--- config.mk ---
export PLATFORM = sky130hd
export DESIGN_NAME = demux_1x4_reg
export DESIGN_NICKNAME = d
export VERILOG_FILES = /design/src/rtl/demux_pkg.sv /design/src/rtl/decoder_2x4.sv /design/src/rtl/demux_1x4_reg.sv
export SDC_FILE = /design/constraint.sdc
export NUM_CORES = 1
export LEC_CHECK = 0
export BUFFER_PORTS_ARGS = -buffer_cell sky130_fd_sc_hd__buf_2
export CAP_MARGIN = 20
export CORE_UTILIZATION = 47
export DETAILED_ROUTE_END_ITERATION = 10
export PLACE_DENSITY = 0.86
export SYNTH_ARGS = -nofsm -noshare
export SYNTH_HDL_FRONTEND = slang
export SYNTH_SLANG_ARGS = --single-unit
--- constraint.sdc ---
create_clock -name clk_i -period 3.9 [get_ports clk_i]
set_input_delay 0.975 -clock clk_i [delete_from_list [all_inputs] [get_ports clk_i]]
set_output_delay 0.975 -clock clk_i [all_outputs]
set_load 0.05 [all_outputs]
--- src/rtl/demux_pkg.sv ---
// rtl/demux_pkg.sv - shared widths, types and state encoding for the 1-to-4 stream demux
package demux_pkg;

  localparam int NUM_CH = 4;
  localparam int SEL_W  = 2;

  typedef logic [SEL_W-1:0]  ch_sel_t;
  typedef logic [NUM_CH-1:0] ch_mask_t;

  localparam logic [0:0] ST_EMPTY = 1'b0;
  localparam logic [0:0] ST_HELD  = 1'b1;

endpackage

--- src/rtl/decoder_2x4.sv ---
// rtl/decoder_2x4.sv - gate-level 2-to-4 one-hot decoder with enable
import demux_pkg::*;

module decoder_2x4 (
  input  logic     en,
  input  ch_sel_t  sel,
  output ch_mask_t dec
);

  logic sel0_n;
  logic sel1_n;

  assign sel0_n = ~sel[0];
  assign sel1_n = ~sel[1];

  assign dec[0] = en & sel1_n & sel0_n;
  assign dec[1] = en & sel1_n & sel[0];
  assign dec[2] = en & sel[1] & sel0_n;
  assign dec[3] = en & sel[1] & sel[0];

endmodule

--- src/rtl/demux_1x4_reg.sv ---
// rtl/demux_1x4_reg.sv - registered 1-to-4 stream demux with a one-entry holding register
import demux_pkg::*;

module demux_1x4_reg #(
  parameter int WIDTH = 32
) (
  input  logic             clk_i,
  input  logic             reset_i,
  input  logic [WIDTH-1:0] in_data_i,
  input  ch_sel_t          in_select_i,
  input  logic             in_valid_i,
  output logic             in_ready_o,
  output logic [WIDTH-1:0] out_data_o,
  output ch_mask_t         out_valid_o,
  input  ch_mask_t         out_ready_i
);

  logic [0:0]       state;
  logic [WIDTH-1:0] data_q;
  ch_sel_t          dest_q;
  logic             full;
  logic             in_fire;
  logic             out_fire;

  assign full     = (state == ST_HELD);
  assign in_fire  = in_valid_i && in_ready_o;
  assign out_fire = full && out_ready_i[dest_q];

  // Only the held target's ready matters; in_valid_i never feeds back into in_ready_o.
  always_comb begin
    in_ready_o = 1'b0;
    if (!full || out_ready_i[dest_q]) begin
      in_ready_o = 1'b1;
    end
  end

  always_ff @(posedge clk_i) begin
    if (reset_i) begin
      state  <= ST_EMPTY;
      data_q <= '0;
      dest_q <= '0;
    end else if (in_fire) begin
      state  <= ST_HELD;
      data_q <= in_data_i;
      dest_q <= in_select_i;
    end else if (out_fire) begin
      state  <= ST_EMPTY;
    end
  end

  assign out_data_o = data_q;

  decoder_2x4 u_valid_dec (
    .en  (full),
    .sel (dest_q),
    .dec (out_valid_o)
  );

endmodule
### Yosys cells after proc, flatten, opt, wreduce, memory -nomap -nowiden

Cells that the tools add are included.

| storage, ports and cells | value |
|---|---|
| register bits | 35 |
| latch bits | 0 |
| RAM bits | 0 |
| ROM bits | 0 |
| input port bits | 41 |
| output and inout port bits | 37 |
| logic and storage cells | 22 |
| memories kept | 0 |

| cells by class | value |
|---|---|
| add/subtract/negate cells | 0 |
| multiply operators | 0 |
| divide/modulo/power cells | 0 |
| magnitude comparators | 1 |
| equality and inequality tests | 0 |
| shift operators | 0 |
| muxes and demuxes | 5 |
| bitwise logic cells | 8 |
| reduce and logical (&&, ||, !) cells | 5 |

Operators by type and width:

| kind | count |
|---|---|
| 1-bit AND | 6 |
| 1-bit two-way mux | 4 |
| 2-bit by 3-bit less-than comparator with 1-bit output, second input constant | 1 |
| 1-bit binary-select mux with 2-bit select | 1 |
| 1-bit logical AND | 2 |
| 1-bit NOT | 2 |
| 2-bit nonzero test | 1 |
| 1-bit zero test | 1 |
| 1-bit logical OR | 1 |

### Longest topological paths before layout

Gate-level depths: netlist of the first run.

| depth | value |
|---|---|
| depth after elaboration | 6 |
| depth in mapped cells | 5 |
| mapped depth without buffers | 3 |

### Cells and area by module

A second synthesis of the first run with hierarchy kept.

| second synthesis, totals | value |
|---|---|
| cell total of the unflattened synthesis | 160 |
| area, all modules | 1666.6 um^2 |

By module, submodules not included:

| module | instances | cells each | area each (um^2) | seq. area each (um^2) |
|---|---|---|---|---|
| demux_1x4_reg | 1 | 156 | 1629.1 | 700.7 |
| decoder_2x4 | 1 | 4 | 37.5 | 0.0 |

### Worst setup path before layout of the first run

OpenSTA, ideal clock, no wires.

| path | value |
|---|---|
| kind | input -> output |
| start point | in out_ready_i[3] |
| end point | out in_ready_o |
| data arrival time | 1.935 ns |
| data required time | 2.925 ns |
| setup slack | 0.990 ns |
| cell stages on the path | 2 |
| path buffers | 0 |
| cells stage by stage | mux2i_1 a22oi_1 |

| on the way | value |
|---|---|
| word-level cells in the longest chain between the ends | 4 |

Ends and longest elaborated chain:

| element | RTL line | text |
|---|---|---|
| start, declared | demux_1x4_reg.sv:15 | `input ch_mask_t out_ready_i` |
| 1-bit binary-select mux with 2-bit select | demux_1x4_reg.sv:32 | `if (!full \|\| out_ready_i[dest_q]) begin` |
| 1-bit two-way mux (not written as such) | demux_1x4_reg.sv:32 |  |
| 1-bit logical OR | demux_1x4_reg.sv:32 |  |
| 1-bit two-way mux | demux_1x4_reg.sv:32 |  |
| end, declared | demux_1x4_reg.sv:12 | `output logic in_ready_o,` |

No other way between the ends. The select of a mux whose other input is x is not followed.

### Worst setup path in the final report of the first run

Ends and elaborated chain as after synthesis.

==> results of run 1 <==
stage by stage:
step	instances	util, %
floorplan	160	-
global placement	274	60.5
detailed placement	274	60.5
CTS	282	62.5
global route	282	62.5
finish	282	62.5
final cells by class:
class / instances / share of cell area (%)
Tap cell: 46 / 2.74
Timing Repair Buffer: 79 / 19.0
Inverter: 1 / 0.179
Sequential cell: 35 / 33.3
Multi-Input combinational cell: 113 / 41.4
Clock buffer: 8 / 3.27
report_power, final:
part           total (uW)  leakage, uW  internal, uW  switching [uW]
Sequential            398     0.000289           384            14.3
Clock                 221    0.0000386           106             115
Combinational         220     0.000712          74.2             145
sequential cells by signal (all words and copies together) (netlist names):
register    cells
out_data_o     32
dest_q          2
full            1
critical path, cell delays in order:
cell and delay (ps):
buf_2 100, mux2i_1 320, a22oi_1 170, buf_2 250
cells by family (layout without fill, tap and decap cells):
group                  count (synthesis)  after routing  synth area share, %
muxes                                 36             36                 21.7
AOI/OAI and AO/OA                      3              3                 1.66
and+or+nand+nor                       74             74                 28.4
buffers and inverters                 12             88                 6.10
DFF                                   35             35                 42.2
synth_stat cells:
library cell	number	area, sq um
and2_1	1	6.26
nand2b_1	67	419
mux2i_1	36	360
inv_1	1	3.75
nor2b_1	1	6.26
a22oi_1	1	7.51
a21oi_1	1	5.00
and3_2	1	7.51
buf_12	3	60.1
clkbuf_1	7	26.3
buf_6	1	11.3
and2_2	1	7.51
a221oi_2	1	15.0
dfxtp_1	35	701
or2b_1	1	7.51
and2b_2	2	17.5
how the worst min path moves through the flow:
stage	end	slack (ps)
after detailed placement	out_data_o[25]$_SDFFE_PP0P_	460
after CTS	out_data_o[21]$_SDFFE_PP0P_	480
after global placement	out_data_o[25]$_SDFFE_PP0P_	460
final	out_data_o[31]$_SDFFE_PP0P_	470
after floorplan	dest_q[1]$_SDFFE_PP0P_	470
after global routing	out_data_o[1]$_SDFFE_PP0P_	490
metal layers:
metal  GRT usage, %  up-vias  share of wire (%)
met2           26.9       43                 46
met4           6.67        0               0.93
met5              0        -                  0
met1           21.1      572                 46
li1               -      661                  -
met3           7.98        4                6.6
==> impl_metrics.env, run 1 <==
export IMPL_status="completed"
export IMPL_synth_nets=201
export IMPL_worstSetupEndpointType="primary output"
export IMPL_finalWorstSetupSlack_ps=1120
export IMPL_totalNegativeSetupSlack_ps=0
export IMPL_worst_hold_slack_ps=475
export IMPL_floorplan_initialDensity_pct=49.4
export IMPL_r2r_worst_path_cells=4
export IMPL_yosysWarnings=0
export IMPL_ctsResizeCount=0
export IMPL_grt_first_pass_wirelength_mm=4.68
export IMPL_final_hold_violation_count=0
export IMPL_multiInputGateArea_sq_um=871
export IMPL_die_x_microns=61.5
export IMPL_synth_seq_cells=35
export IMPL_detail_route_drc_violations=0
export IMPL_hold_path_depth=2
export IMPL_timing_critical_path_to="in_ready_o"
export IMPL_mostFrequentLayoutCells="77 x buf_2, 67 x nand2b_1, 36 x mux2i_1, 35 x dfxtp_1, 5 x clkbuf_4"
export IMPL_clock_tree_root_buffer_cell="clkbuf_4"
export IMPL_hp_start="out_data_o[31]$_SDFFE_PP0P_"
export IMPL_hold_buffers=0
export IMPL_synth_cell_type_count=16
export IMPL_tritoncts_clock_tree="built"
export IMPL_regArea_sq_um=701
export IMPL_area_delta_synth_final_pct=26.5
export IMPL_fp_row_count=21
export IMPL_htree_num_levels=2
export IMPL_min_period_over_period_pct=71.4
export IMPL_post_route_cell_area_sq_um=2100
export IMPL_io_buffers=77
export IMPL_insertion_delay_ps=330
export IMPL_tritoncts_num_buffers=5
export IMPL_synthesis_instances=160
export IMPL_die_outline_area_sq_um=3780
export IMPL_worstHoldPathType="reg -> reg"
export IMPL_ff2ff_setup_slack_ps=1820
export IMPL_grt_util_all_layers_pct=17.3
export IMPL_die_h_microns=61.5
export IMPL_synth_sequential_area_ratio_pct=42.2
export IMPL_routed_wirelength_mm=3.11
export IMPL_fmaxAchievable_mhz=359
export IMPL_tritoncts_num_sinks=35
export IMPL_final_max_slew_violation_count=0
export IMPL_number_of_vias_after_detailed_routing=1280
export IMPL_category_of_the_critical_setup_timing_path="in -> out"
export IMPL_top_level_ports=78
export IMPL_worstMarginPinSlew_ps=768
export IMPL_finClkSkew_ps=10.5
export IMPL_nNetsFinal=276
export IMPL_timing_rr_end="out_data_o[1]$_SDFFE_PP0P_"
export IMPL_cts_repair_timing_setup_buffer_count=0
export IMPL_worst_path_required_time_ps=2920
export IMPL_crit_path_start_kind="input pin"
export IMPL_final_layout_size_suffix_gt1_share_pct=38.6
export IMPL_critical_path_source="out_ready_i[3]"
export IMPL_antenna_diode_count=0
export IMPL_arrival_ps=1810
export IMPL_placedInstanceArea_sq_um=2030
export IMPL_unrepaired_setup_endpoints_after_global_routing="no"
export IMPL_tightest_slew_margin_relative_to_the_limit_pct=48.8
export IMPL_drt_pass1_iterations=4
export IMPL_final_common_cell="buf_2"
export IMPL_cts_max_path_buffers=2
export IMPL_coreArea_sq_um=3360
export IMPL_power_leakage_uw=0.00104
export IMPL_vias_per_cell=4.54
export IMPL_power_density_over_the_cells_nw_per_um2=399
export IMPL_postRouteAntennaNets=0
export IMPL_syn_area_per_cell_sq_um=10.4
export IMPL_highest_fanout_seen_on_the_critical_path=2
export IMPL_timing_final_setup_violations=0
export IMPL_grt_antenna_before_repair=0
export IMPL_dpl_hpwl_mm=2.23
export IMPL_post_dr_wirelength_cell_microns=11.0
export IMPL_detailedRoute_firstIterationViolations=38
export IMPL_place_gp_congestion=0.654
export IMPL_vias_in_the_first_global_route=1058
export IMPL_period_minus_slack_ps=2780
export IMPL_synth_cell_area_sq_um=1660
export IMPL_globalRoute_totalOverflow=0
export IMPL_filler_cell_count=326
export IMPL_r2r_start="dest_q[0]$_SDFFE_PP0P_"
export IMPL_placement_setup_worst_slack_ps=1100
export IMPL_cts_clock_pin_slew_for_the_worst_setup_and_hold_paths_ps=90
export IMPL_p_total_uw=838
export IMPL_grt_start_max_net_pins=70
export IMPL_timing_max_cap_violations=0
export IMPL_max_vdd_ir_drop_mv=0.225
No activity file was read; power rests on OpenSTA's default activity.
==> inputs of run 2 (changes only) <==
- CORE_UTILIZATION: 47 -> 41
- PLACE_DENSITY: 0.86 -> 0.8
- clock period: 3.9 -> 2.55 ns (I/O delays scaled with it)
==> run 2 against run 1 <==
Against the previous run:
- register-to-register slack lost 930 ps
- power grew 64%
- non-clock buffer count is the same
- worst hold slack lost 3.5 ps
- critical path type is now reg -> out
- largest power group unchanged
- critical endpoint unchanged
- setup slack lost 720 ps
- clock power grew 95%
- first-iteration DRC count grew 16%
==> impl_metrics.env, run 2 (same netlist as run 1, synthesis figures left out) <==
export IMPL_status="completed"
export IMPL_coreArea_sq_um=3770
export IMPL_endpoint_of_the_worst_hold_path="out_data_o[5]$_SDFFE_PP0P_"
export IMPL_cp_cell_sequence="mux2i_1, a22oi_1, buf_2"
export IMPL_final_max_slew_violation_count=0
export IMPL_tritoncts_num_buffers=5
export IMPL_final_common_cell="buf_2"
export IMPL_io_buffers=77
export IMPL_die_x_microns=65.7
export IMPL_power_density_over_the_cells_nw_per_um2=644
export IMPL_worstHoldPathType="reg -> reg"
export IMPL_worstMarginPinSlew_ps=777
export IMPL_die_h_microns=65.7
export IMPL_category_of_the_critical_setup_timing_path="reg -> out"
export IMPL_p_total_uw=1380
export IMPL_hp_start="out_data_o[5]$_SDFFE_PP0P_"
export IMPL_largest_register_ff_count=32
export IMPL_post_dr_wirelength_cell_microns=10.8
export IMPL_number_of_vias_after_detailed_routing=1284
export IMPL_tightest_slew_margin_relative_to_the_limit_pct=48.2
export IMPL_critPathSlowestCell="dfxtp_1"
export IMPL_grt_util_all_layers_pct=15.5
export IMPL_final_hold_violation_count=0
export IMPL_detail_route_drc_violations=0
export IMPL_finClkSkew_ps=3.93
export IMPL_cts_repair_timing_setup_buffer_count=0
export IMPL_period_minus_slack_ps=2160
export IMPL_highest_fanout_seen_on_the_critical_path=7
export IMPL_fmaxAchievable_mhz=464
export IMPL_mostFrequentLayoutCells="77 x buf_2, 67 x nand2b_1, 36 x mux2i_1, 35 x dfxtp_1, 7 x clkbuf_8"
export IMPL_fp_row_count=22
export IMPL_grt_first_pass_wirelength_mm=5.03
export IMPL_insertion_delay_ps=280
export IMPL_min_period_over_period_pct=84.6
export IMPL_tritoncts_num_sinks=35
export IMPL_vias_in_the_first_global_route=1229
export IMPL_top_level_ports=78
export IMPL_worst_hold_slack_ps=471
export IMPL_timing_final_setup_violations=0
export IMPL_filler_cell_count=348
export IMPL_worst_path_largest_cell_delay_ps=440
export IMPL_htree_num_levels=2
export IMPL_die_outline_area_sq_um=4310
export IMPL_vias_per_cell=4.52
export IMPL_detailedRoute_firstIterationViolations=44
export IMPL_timing_max_cap_violations=0
export IMPL_cts_max_path_buffers=2
export IMPL_hold_buffers=0
export IMPL_critical_path_source="dest_q[0]$_SDFFE_PP0P_"
export IMPL_floorplan_initialDensity_pct=44.1
export IMPL_worst_path_required_time_ps=1910
export IMPL_max_vdd_ir_drop_mv=0.368
export IMPL_area_delta_synth_final_pct=28.5
export IMPL_dpl_hpwl_mm=2.16
export IMPL_place_gp_congestion=0.652
export IMPL_totalNegativeSetupSlack_ps=0
export IMPL_unrepaired_setup_endpoints_after_global_routing="no"
export IMPL_routed_wirelength_mm=3.06
export IMPL_nNetsFinal=276
export IMPL_ff2ff_setup_slack_ps=890
export IMPL_drt_pass1_iterations=4
export IMPL_arrival_ps=1520
export IMPL_ctsResizeCount=0
export IMPL_tritoncts_clock_tree="built"
export IMPL_hold_path_depth=2
export IMPL_final_layout_size_suffix_gt1_share_pct=38.6
export IMPL_power_leakage_uw=0.00105
export IMPL_crit_path_start_kind="flip-flop"
export IMPL_clock_tree_root_buffer_cell="clkbuf_8"
export IMPL_r2r_start="dest_q[0]$_SDFFE_PP0P_"
export IMPL_timing_rr_end="out_data_o[23]$_SDFFE_PP0P_"
export IMPL_cts_clock_pin_slew_for_the_worst_setup_and_hold_paths_ps=60
export IMPL_finalWorstSetupSlack_ps=393
export IMPL_antenna_diode_count=0
export IMPL_postRouteAntennaNets=0
export IMPL_placement_setup_worst_slack_ps=473
export IMPL_worstSetupEndpointType="primary output"
export IMPL_r2r_worst_path_cells=4
export IMPL_globalRoute_totalOverflow=0
export IMPL_grt_antenna_before_repair=0
export IMPL_grt_start_max_net_pins=70
==> run 2: routing by layer <==
| metal | track usage, % | up-vias | share of wire, % |
|---|---|---|---|
| met3 | 6.25 | 8 | 8.8 |
| li1 | - | 666 | - |
| met1 | 16.2 | 557 | 46 |
| met4 | 8.15 | 0 | 2.0 |
| met5 | 0 | - | 0 |
| met2 | 26.4 | 53 | 43 |
==> run 2: where the power goes <==
part | switching [uW] | internal, uW | leakage, uW | total (uW)
logic | 222 | 113 | 0.000712 | 336
clock network | 186 | 246 | 0.0000515 | 432
registers | 20.2 | 587 | 0.000289 | 607
==> run 2: per-stage QoR <==
stage	std cells	cell area (sq um)	utilization [%]
floorplan	160	1660	-
global placement	276	2040	54.0
detailed placement	276	2040	54.0
CTS	284	2140	56.6
global route	284	2140	56.6
finish	284	2140	56.6
==> run 2: cell type report <==
class	instances	area [sq um]	area share [%]
well taps	48	60.1	2.81
multi-input cells	113	871	40.8
flip-flops and latches	35	701	32.8
inverters	1	3.75	0.176
clock buffers	8	100	4.69
repair buffers	79	400	18.7
==> run 2: worst max-delay path, delay by kind of cell, from the launching register on <==
family / cells / cell delay [ps]
DFF: 1 / 440
AOI/OAI and AO/OA: 1 / 160
muxes: 1 / 380
buffers and inverters: 1 / 250
==> run 2: worst max path at each step <==
stage | to | slack, ps | cells past startpoint
after floorplan | in_ready_o | 320 | 2
after global placement | in_ready_o | 490 | 4
after detailed placement | in_ready_o | 470 | 4
after CTS | in_ready_o | 380 | 3
after global routing | in_ready_o | 280 | 3
final | in_ready_o | 390 | 3
==> inputs of run 3 (changes only) <==
- clock period: 2.55 -> 1.92 ns (I/O delays scaled with it)
==> run 3 against run 2 <==
Against the previous run:
- clock skew hardly changed
- power is 29% higher
- final cell count is 0.35% higher
- global-route usage is 0.13 points lower
- worst hold slack worse by 22 ps
- die area stayed put
- sequential cell count stayed put
- final area is 2.5% higher
==> impl_metrics.env, run 3 (same netlist as run 1, synthesis figures left out) <==
export IMPL_tritoncts_clock_tree="built"
export IMPL_detailedRoute_firstIterationViolations=47
export IMPL_place_gp_congestion=0.664
export IMPL_number_of_vias_after_detailed_routing=1276
export IMPL_largest_register_ff_count=32
export IMPL_final_hold_violation_count=0
export IMPL_cts_repair_timing_setup_buffer_count=0
export IMPL_cp_cell_sequence="mux2i_4, a22oi_2, buf_4"
export IMPL_timing_max_cap_violations=0
export IMPL_share_comb_of_total_power_pct=26.3
export IMPL_period_minus_slack_ps=1800
export IMPL_htree_num_levels=2
export IMPL_worstHoldPathType="in -> reg"
export IMPL_hold_buffers=0
export IMPL_tightest_slew_margin_relative_to_the_limit_pct=81.7
export IMPL_status="completed"
export IMPL_globalRoute_totalOverflow=0
export IMPL_arrival_ps=1320
export IMPL_tritoncts_num_buffers=5
export IMPL_mostFrequentLayoutCells="76 x buf_2, 67 x nand2b_1, 34 x mux2i_1, 34 x dfxtp_1, 5 x clkbuf_8"
export IMPL_grt_util_all_layers_pct=15.4
export IMPL_min_period_over_period_pct=93.9
export IMPL_grt_antenna_before_repair=0
export IMPL_worstSetupEndpointType="primary output"
export IMPL_detail_route_drc_violations=0
export IMPL_top_level_ports=78
export IMPL_grt_first_pass_wirelength_mm=5.00
export IMPL_cts_clock_pin_slew_for_the_worst_setup_and_hold_paths_ps=70
export IMPL_power_switching_uw=577
export IMPL_worst_path_largest_cell_delay_ps=380
export IMPL_io_buffers=77
export IMPL_insertion_delay_ps=280
export IMPL_highest_fanout_seen_on_the_critical_path=7
export IMPL_internal_power_uw=1200
export IMPL_die_x_microns=65.7
export IMPL_finClkSkew_ps=4.23
export IMPL_power_leakage_uw=0.00106
export IMPL_die_h_microns=65.7
export IMPL_worstMarginPinSlew_ps=274
export IMPL_clock_tree_root_buffer_cell="clkbuf_8"
export IMPL_post_dr_wirelength_cell_microns=11.4
export IMPL_routed_wirelength_mm=3.25
export IMPL_final_layout_size_suffix_gt1_share_pct=40.5
export IMPL_coreArea_sq_um=3770
export IMPL_power_density_over_the_cells_nw_per_um2=812
export IMPL_totalNegativeSetupSlack_ps=0
export IMPL_share_clk_of_total_power_pct=28.1
export IMPL_dpl_hpwl_mm=2.27
export IMPL_drt_pass1_iterations=4
export IMPL_vias_in_the_first_global_route=1223
export IMPL_crit_path_start_kind="flip-flop"
export IMPL_cts_max_path_buffers=2
export IMPL_postRouteAntennaNets=0
export IMPL_area_delta_synth_final_pct=31.7
export IMPL_unrepaired_setup_endpoints_after_global_routing="no"
export IMPL_fp_row_count=22
export IMPL_nNetsFinal=277
export IMPL_netSwitchingFraction_pct=32.5
export IMPL_antenna_diode_count=0
export IMPL_max_vdd_ir_drop_mv=0.395
export IMPL_p_total_uw=1780
export IMPL_filler_cell_count=341
export IMPL_floorplan_initialDensity_pct=44.1
export IMPL_timing_final_setup_violations=0
export IMPL_post_route_util_pct=58.0
export IMPL_layoutNonFillerInstCount=285
export IMPL_ff2ff_setup_slack_ps=330
export IMPL_fmaxAchievable_mhz=554
export IMPL_category_of_the_critical_setup_timing_path="reg -> out"
export IMPL_tritoncts_num_sinks=35
export IMPL_worst_path_required_time_ps=1440
export IMPL_critPathSlowestCell="dfxtp_4"
export IMPL_vias_per_cell=4.48
export IMPL_final_common_cell="buf_2"
export IMPL_grt_start_max_net_pins=70
export IMPL_place_detailed_instances=277
export IMPL_die_outline_area_sq_um=4310
export IMPL_finalWorstSetupSlack_ps=116
export IMPL_final_max_slew_violation_count=0
export IMPL_power_frac_seq_pct=45.6
export IMPL_placement_setup_worst_slack_ps=157
==> run 3: routing by layer <==
layer	up-vias	share of wire, %	global-route usage [%]
met1	555	45	16.7
met3	4	7.2	6.42
met5	-	0	0
met4	0	0.55	6.52
met2	51	47	26.0
li1	666	-	-
==> run 3: final cells by class <==
class | instances | area (sq um) | area share (%)
sequential | 35 | 704 | 32.2
inverter | 1 | 3.75 | 0.172
clock inverter | 1 | 5.00 | 0.229
clock buffer | 7 | 76.3 | 3.49
timing repair buffer | 80 | 435 | 19.9
multi-input combinational | 113 | 903 | 41.3
tap | 48 | 60.1 | 2.74
==> run 3: worst paths after layout <==
path	start	to	cells after the start
worst max-delay path	dest_q[0]$_SDFFE_PP0P_	in_ready_o	3
worst min-delay path	in_data_i[9]	out_data_o[9]$_SDFFE_PP0P_	3
worst max register to register	dest_q[0]$_SDFFE_PP0P_	out_data_o[6]$_SDFFE_PP0P_	4
worst min register to register	out_data_o[25]$_SDFFE_PP0P_	out_data_o[25]$_SDFFE_PP0P_	2
==> run 3: per-stage QoR <==
| stage | area (sq um) | hold WS (ps) |
|---|---|---|
| floorplan | 1660 | 466 |
| global placement | 2070 | 455 |
| detailed placement | 2070 | 461 |
| CTS | 2160 | 436 |
| global route | 2190 | 435 |
| finish | 2190 | 449 |
==> run 3: power groups by stage <==
stage	Clock [uW]	Combinational [uW]	Sequential [uW]
floorplan	0	184	992
global placement	0	456	822
detailed placement	0	461	823
CTS	523	464	808
global route	561	495	817
finish	499	468	809
==> run 3: timing repair <==
| item | 4_1_cts | 5_1_grt |
|---|---|---|
| cloned | 0 | 0 |
| setup endpoints to repair | 1 | 3 |
| gates resized for setup | 3 | 7 |
==> run 3: critical path, delay by kind of cell, from the launching register on <==
kind,cells,cell delay (ps)
flops,1,380
buf+inv,1,230
compound gates,1,220
mux,1,210
